## src/rtl/alu_issue_ctrl.sv

```systemverilog
// Issue/collect controller in front of the ALU function units (arith, logic, cmp, shift).
// Optional back-to-back issue from DONE is enabled by defining ALU_ISSUE_B2B_EN.
//
// state | meaning
// IDLE  | ready for a new op, in_ready high
// ISSUE | one-hot enable to the selected unit for one cycle
// CAPT  | unit result is registered; captured at the closing edge
// DONE  | result held on out_* until out_ready
module alu_issue_ctrl #(
  parameter int width = 16
) (
  input  logic             clk,
  input  logic             reset,
  input  logic             in_valid,
  output logic             in_ready,
  input  logic [width-1:0] in_A,
  input  logic [width-1:0] in_B,
  input  logic [3:0]       in_fun,
  output logic [width-1:0] A,
  output logic [width-1:0] B,
  output logic [1:0]       ALU_FUN,
  output logic             arith_enable,
  output logic             logic_enable,
  output logic             cmp_enable,
  output logic             shift_enable,
  input  logic [width-1:0] arith_out,
  input  logic             arith_flag,
  input  logic [width-1:0] logic_out,
  input  logic             logic_flag,
  input  logic [width-1:0] cmp_out,
  input  logic             cmp_flag,
  input  logic [width-1:0] shift_out,
  input  logic             shift_flag,
  output logic             out_valid,
  input  logic             out_ready,
  output logic [width-1:0] out_data,
  output logic             out_flag,
  output logic [1:0]       out_unit
);

  typedef enum logic [1:0] {IDLE, ISSUE, CAPT, DONE} state_t;

  state_t           state_q, state_d;
  logic [width-1:0] a_q, a_d, b_q, b_d;
  logic [1:0]       fun_q, fun_d, sel_q, sel_d;
  logic [width-1:0] out_data_q, out_data_d;
  logic             out_flag_q, out_flag_d;
  logic [1:0]       out_unit_q, out_unit_d;
  logic             out_valid_q, out_valid_d;
  logic             accept;
  logic [width-1:0] mux_data;
  logic             mux_flag;

  always_comb begin
`ifdef ALU_ISSUE_B2B_EN
    in_ready = (state_q == IDLE) || ((state_q == DONE) && out_ready);
`else
    in_ready = (state_q == IDLE);
`endif
    accept = in_valid && in_ready;
  end

  always_comb begin
    unique case (sel_q)
      2'b00:   begin mux_data = arith_out; mux_flag = arith_flag; end
      2'b01:   begin mux_data = logic_out; mux_flag = logic_flag; end
      2'b10:   begin mux_data = cmp_out;   mux_flag = cmp_flag;   end
      default: begin mux_data = shift_out; mux_flag = shift_flag; end
    endcase
  end

  always_comb begin
    state_d     = state_q;
    a_d         = a_q;
    b_d         = b_q;
    fun_d       = fun_q;
    sel_d       = sel_q;
    out_data_d  = out_data_q;
    out_flag_d  = out_flag_q;
    out_unit_d  = out_unit_q;
    out_valid_d = out_valid_q;
    // accept can only be true in IDLE, or in DONE alongside a consume
    if (accept) begin
      a_d   = in_A;
      b_d   = in_B;
      fun_d = in_fun[1:0];
      sel_d = in_fun[3:2];
    end
    unique case (state_q)
      IDLE:  if (accept) state_d = ISSUE;
      ISSUE: state_d = CAPT;
      CAPT: begin
        out_data_d  = mux_data;
        out_flag_d  = mux_flag;
        out_unit_d  = sel_q;
        out_valid_d = 1'b1;
        state_d     = DONE;
      end
      default: begin
        if (out_ready) begin
          out_valid_d = 1'b0;
          state_d     = accept ? ISSUE : IDLE;
        end
      end
    endcase
  end

  always_ff @(posedge clk or negedge reset) begin
    if (!reset) begin
      state_q     <= IDLE;
      a_q         <= '0;
      b_q         <= '0;
      fun_q       <= '0;
      sel_q       <= '0;
      out_data_q  <= '0;
      out_flag_q  <= 1'b0;
      out_unit_q  <= '0;
      out_valid_q <= 1'b0;
    end else begin
      state_q     <= state_d;
      a_q         <= a_d;
      b_q         <= b_d;
      fun_q       <= fun_d;
      sel_q       <= sel_d;
      out_data_q  <= out_data_d;
      out_flag_q  <= out_flag_d;
      out_unit_q  <= out_unit_d;
      out_valid_q <= out_valid_d;
    end
  end

  always_comb begin
    arith_enable = (state_q == ISSUE) && (sel_q == 2'b00);
    logic_enable = (state_q == ISSUE) && (sel_q == 2'b01);
    cmp_enable   = (state_q == ISSUE) && (sel_q == 2'b10);
    shift_enable = (state_q == ISSUE) && (sel_q == 2'b11);
  end

  assign A         = a_q;
  assign B         = b_q;
  assign ALU_FUN   = fun_q;
  assign out_data  = out_data_q;
  assign out_flag  = out_flag_q;
  assign out_unit  = out_unit_q;
  assign out_valid = out_valid_q;

endmodule

```

## config.mk

```make
export PLATFORM = sky130hd
export DESIGN_NAME = alu_issue_ctrl
export DESIGN_NICKNAME = d
export VERILOG_FILES = /design/src/rtl/alu_issue_ctrl.sv
export SDC_FILE = /design/constraint.sdc
export NUM_CORES = 1
export LEC_CHECK = 0
export CAP_MARGIN = 40
export CORE_UTILIZATION = 40
export DETAILED_ROUTE_END_ITERATION = 16
export HOLD_SLACK_MARGIN = 0.05
export PLACE_DENSITY = 0.88
export SLEW_MARGIN = 30
export SYNTH_ARGS = -nofsm -noshare
export SYNTH_HDL_FRONTEND = slang
export SYNTH_SLANG_ARGS = --single-unit
```

## constraint.sdc

```tcl
create_clock -name clk -period 2.3 [get_ports clk]
set_input_delay 0.46 -clock clk [delete_from_list [all_inputs] [get_ports clk]]
set_output_delay 0.46 -clock clk [all_outputs]
set_load 0.01 [all_outputs]
```

* Word level (Yosys, flattened, before mapping)
Cells that the tools add are included.
Storage, ports and cells: bits of input ports 108, bits in registers 58, logic and storage cells 36, output and inout bits 59
Operators by class: muxes and demuxes 8, bitwise operators 1, equal/unequal tests 6, reductions and logical operators 12
Operators with widths (count):
- 16-bit one-hot mux with 3 select lines | 1
- 2-bit == test (second input constant) | 3
- 2-bit one-hot mux with 3 select lines | 1
- 1-bit logical AND | 5
- 2-bit by 1-bit == test with 1-bit output (second input constant) | 2
- 2-bit logical NOT | 2
- 2-bit two-way mux | 2
- 2-bit AND reduction | 2
- 4-bit nonzero test | 1
- 1-bit one-hot mux with 3 select lines | 1
- 1-bit two-way mux | 2
- 2-bit by 1-bit != test with 1-bit output (second input constant) | 1
- 1-bit one-hot mux with 2 select lines | 1
- 2-bit nonzero test | 1
- 2-bit OR reduction | 1
- 1-bit NOT | 1

* Longest topological paths before layout
depth in word-level cells 5, gate-level depth with buffers 6, mapped depth without buffers 5

* Least setup slack after synthesis
OpenSTA, ideal clock, no wires.
path kind register to register, start register state_q[0], end register fun_q[0], in the netlist ALU_FUN[0], setup time 125 ps, path slack 729 ps, arrival time 1446 ps, data required time 2175 ps, clock period less this slack 1571 ps, cell stages (with the launch flop) 6, buffers on the path 1, path through dfrtp_1 > inv_1 > ha_1 > nand2_2 > buf_2 > mux2_2
Between the ends: word-level cells in the longest chain between the ends 2
RTL lines:
- start, declared | line 43 | state_t state_q, state_d;
- start signal, assigned | line 120 | state_q <= state_d;
- 2-bit logical NOT | line 58 | in_ready = (state_q == IDLE);
- named net in_ready | line 15 | output logic in_ready,
- 1-bit logical AND | line 60 | accept = in_valid && in_ready;
- end signal, assigned | line 123 | fun_q <= fun_d;
- end, declared | line 45 | logic [1:0] fun_q, fun_d, sel_q, sel_d;
The timed path passes the listed nets, and every way through them passes these cells. A chain may end at the register's enable or synchronous reset.

* Worst setup path in the final report
start register state_q[1], end output port logic_enable
Between the ends: word-level cells in the longest chain between the ends 2
RTL lines:
- 2-bit by 1-bit == test with 1-bit output | line 134 | logic_enable = (state_q == ISSUE) && (sel_q == 2'b01);
- 1-bit logical AND | line 134
- end, declared | line 23 | output logic logic_enable,
Every way passes these cells.

==> reports/qor.log <==
qor: logic_synthesis.synth.top_cells.by_area sky130_fd_sc_hd__dfrtp_1, sky130_fd_sc_hd__mux2_2, sky130_fd_sc_hd__mux2_4
qor: setup_path.critical-path-slowest-cell sky130_fd_sc_hd__clkdlybuf4s50_1
qor: routing.dr.pass1.iters 4
qor: floorplan.pin_count 167
qor: routing.drt-wirelength-per-cell 14.9 um
qor: final_layout.proportion_of_layout_cells_with_a_drive_suffix_above_1 21.3%
qor: floorplan.fp.dieArea 7290 um^2
qor: logic_synthesis.post-synth-top-area-cell sky130_fd_sc_hd__dfrtp_1
qor: grt.grt.overflow.total 0
qor: routing.num_vias 2263
qor: placement.hpwlAfterDp 5.20 mm
qor: routing.totalWireLength 6.79 mm
qor: sta.final-setup-viol-count 0
qor: sta.tightestPinTransition 0.716 ns
qor: sta.final-max-slew-violation-count 0
qor: logic_synthesis.synthCells 201
qor: floorplan.start_util 41.1%
qor: setup_path.cp_cell_sequence inv_1, ha_2, and3b_1, clkdlybuf4s50_1
qor: placement.port_buffers 166
qor: placement.gp_congestion 0.796
qor: final_layout.final_cell_area 4760 um^2
qor: sta.achievable-frequency 456 MHz
qor: clock_network.cts_made_buffers 9
qor: clock_network.cts-root-to-sink-buffers 2
qor: sta.post-route-period-util 95.3%
qor: final_layout.fillers 479
qor: routing.antenna_violating_nets_post_route 0
qor: setup_path.worstSetupStartpointType flip-flop
qor: clock_network.clock-root-buffer sky130_fd_sc_hd__clkbuf_8
qor: sta.hold_viol_final 0
qor: logic_synthesis.synthesis.area 2780 um^2
qor: setup_path.worstSetupPathType reg -> out
qor: outcome.status finished clean
qor: floorplan.die_x 85.4 um
qor: grt.antenna_found_initial 0
qor: sta.post_route_setup_tns 0 ns
qor: grt.grt_util_all_layers 19.2%
qor: worst_hold_path.worstHoldPathType in -> async
qor: setup_path.timing.critical_path.fanout_max 5
qor: logic_synthesis.yosysSeqAreaShare 52.2%
qor: setup_path.critPathArrivalTime 1.73 ns
qor: sta.max_slew_margin 52.2%
qor: logic_synthesis.ys_warn_count 0
qor: power.cellPowerDensity 1280 nW/um^2
qor: routing.drtIter0Drc 56
qor: sta.grt_setup_unrepaired no
qor: grt.grt_pass1_wl 10.9 mm
qor: clock_network.htree_levels 3
qor: placement.placed_cell_area 4500 um^2
qor: floorplan.die_height 85.4 um
qor: final_layout.antennaDiodeCount 0
qor: grt.largest_net_degree_at_the_start_of_global_routing 32
qor: logic_synthesis.synth_unique_cells 25
qor: sta.finalCriticalPeriod 2.19 ns
qor: logic_synthesis.syn-num-nets 313
qor: grt.grt_pass1_vias 2324
qor: floorplan.core.rowCount 30
qor: setup_path.worstPathRequired 1.84 ns
qor: sta.finClkSkew 0.00930 ns
qor: clock_network.postCtsSetupBuffers 0
qor: setup_path.max_stage_delay 0.53 ns
qor: logic_synthesis.yosysTopAreaCellShare 52.2%
qor: clock_network.clk-insertion-delay-late 0.32 ns
qor: final_layout.final_net_count 482
qor: logic_synthesis.syn-mean-instance-area 13.8 um^2
qor: routing.remaining_design_rule_violation_count 0
qor: power.ir_drop 548 uV
qor: final_layout.area_delta_synth_final 71.3%
qor: floorplan.core-area 6760 um^2
qor: routing.detail_route.vias_per_cell 4.97
qor: setup_path.end_kind primary output
qor: clock_network.clock_sink_count 58
qor: clock_network.cts_tree built
qor: power.power.static_leakage 2.10 nW
qor: clock_network.path_clk_slew 0.07 ns
qor: flow_run.cap_viol_max_count 0
qor: logic_synthesis.synth_seq_cells 58
power breakdown:
part	internal, W	total (W)	switching [W]
combinational	0.00190	0.00307	0.00117
sequential	0.00155	0.00188	0.000328
clock	0.000775	0.00116	0.000386
total	0.00422	0.00611	0.00189
worst max-delay path: cells and delay by family, from the launching register on:
| kind | cells | cell delay (ns) |
|---|---|---|
| AND/OR/NAND/NOR | 1 | 0.17 |
| flip-flops | 1 | 0.41 |
| buffers and inverters | 2 | 0.62 |
| adder cells (fa/ha/maj) | 1 | 0.23 |
cells in the mapped netlist (all sizes together):
master and instances:
mux2 54, nand2b 1, a2bb2oi 1, nor2 20, dfrtp 58, a221o 17
nor3b 1, ha 4, o31ai 1, buf 10, and3 1, inv 4
a22o 2, mux2i 17, clkbuf 2, nand2 4, o22ai 1, o21ai 2
and3b 1
cells in the final DEF, fill, tap and decap left out:
cell and instances:
sky130_fd_sc_hd__nor3b_1 1, sky130_fd_sc_hd__inv_1 3, sky130_fd_sc_hd__o21ai_0 2, sky130_fd_sc_hd__o31ai_1 1, sky130_fd_sc_hd__buf_2 1, sky130_fd_sc_hd__and3_1 1, sky130_fd_sc_hd__a2bb2oi_1 1, sky130_fd_sc_hd__ha_1 3
sky130_fd_sc_hd__nand2b_1 1, sky130_fd_sc_hd__clkbuf_8 11, sky130_fd_sc_hd__mux2_2 37, sky130_fd_sc_hd__and3b_1 1, sky130_fd_sc_hd__nand2_1 3, sky130_fd_sc_hd__dfrtp_1 57, sky130_fd_sc_hd__clkinv_2 2, sky130_fd_sc_hd__inv_2 1
sky130_fd_sc_hd__mux2i_1 17, sky130_fd_sc_hd__bufinv_16 3, sky130_fd_sc_hd__o22ai_1 1, sky130_fd_sc_hd__ha_2 1, sky130_fd_sc_hd__mux2_4 17, sky130_fd_sc_hd__dlymetal6s2s_1 2, sky130_fd_sc_hd__buf_4 3, sky130_fd_sc_hd__dfrtp_2 1
sky130_fd_sc_hd__nor2_2 1, sky130_fd_sc_hd__nand2_2 1, sky130_fd_sc_hd__buf_12 1, sky130_fd_sc_hd__nor2_1 19, sky130_fd_sc_hd__a221o_1 17, sky130_fd_sc_hd__clkdlybuf4s50_1 163, sky130_fd_sc_hd__a22o_1 2
state kept, by name, summed over array words and instances, names as in the netlist:
name / cells
out_unit: 2
ALU_FUN: 2
out_flag: 1
sel_q: 2
A: 16
out_data: 16
out_valid: 1
state_q: 2
B: 16
cell families after synthesis:
group / synth area share (%)
DFF: 52.2
and+or+nand+nor: 4.46
AOI/OAI and AO/OA: 7.92
adders and majority gates: 1.80
muxes: 30.3
buffers and inverters: 3.33
worst paths after layout:
kind / start / to / slack (ns) / cells after the start
setup / recovery: state_q[1]$_DFFE_PN0P_ / logic_enable / 0.11 / 4
hold / removal: reset / A[7]$_DFFE_PN0P_ / 0.15 / 2
setup reg to reg: state_q[0]$_DFFE_PN0P_ / out_data[12]$_DFFE_PN0N_ / 0.35 / 5
hold reg to reg: B[12]$_DFFE_PN0P_ / B[12]$_DFFE_PN0P_ / 0.50 / 1
max in group asynchronous: reset / sel_q[0]$_DFFE_PN0P_ / 1.84 / 2
min in group clk: B[12]$_DFFE_PN0P_ / B[12]$_DFFE_PN0P_ / 0.50 / 1
cell type report:
| class | instances | area [um^2] | area share [%] |
|---|---|---|---|
| Clock buffer | 11 | 151 | 3.18 |
| Clock inverter | 5 | 100 | 2.10 |
| Inverter | 4 | 15.0 | 0.315 |
| Multi-Input combinational cell | 127 | 1240 | 26.0 |
| Sequential cell | 58 | 1450 | 30.5 |
| Tap cell | 80 | 100 | 2.10 |
| Timing Repair Buffer | 170 | 1700 | 35.8 |
stage by stage:
| stage | utilization [%] | hold slack, ns | total power, W | cells | worst slack [ns] |
|---|---|---|---|---|---|
| floorplan | - | 0.164 | 0.00354 | 201 | 0.729 |
| global placement | 66.6 | 0.486 | 0.00490 | 439 | 0.365 |
| detailed placement | 66.6 | 0.494 | 0.00501 | 439 | 0.322 |
| CTS | 70.4 | 0.152 | 0.00619 | 455 | 0.0161 |
| global route | 70.5 | 0.181 | 0.00648 | 455 | 0.0311 |
| finish | 70.5 | 0.151 | 0.00611 | 455 | 0.107 |
routing by layer:
layer	track usage [%]	vias to the layer above	wire, um
met4	7.73	0	53
li1	-	1072	-
met1	21.5	1060	2720
met3	6.32	7	627
met2	33.8	124	3390
met5	0	-	0
what timing repair did:
item	in CTS	in global routing
setup endpoints to repair	1	2
cloned	0	0
hold buffers	0	0
gates resized for setup	1	2
(Power assumes the default switching activity.)
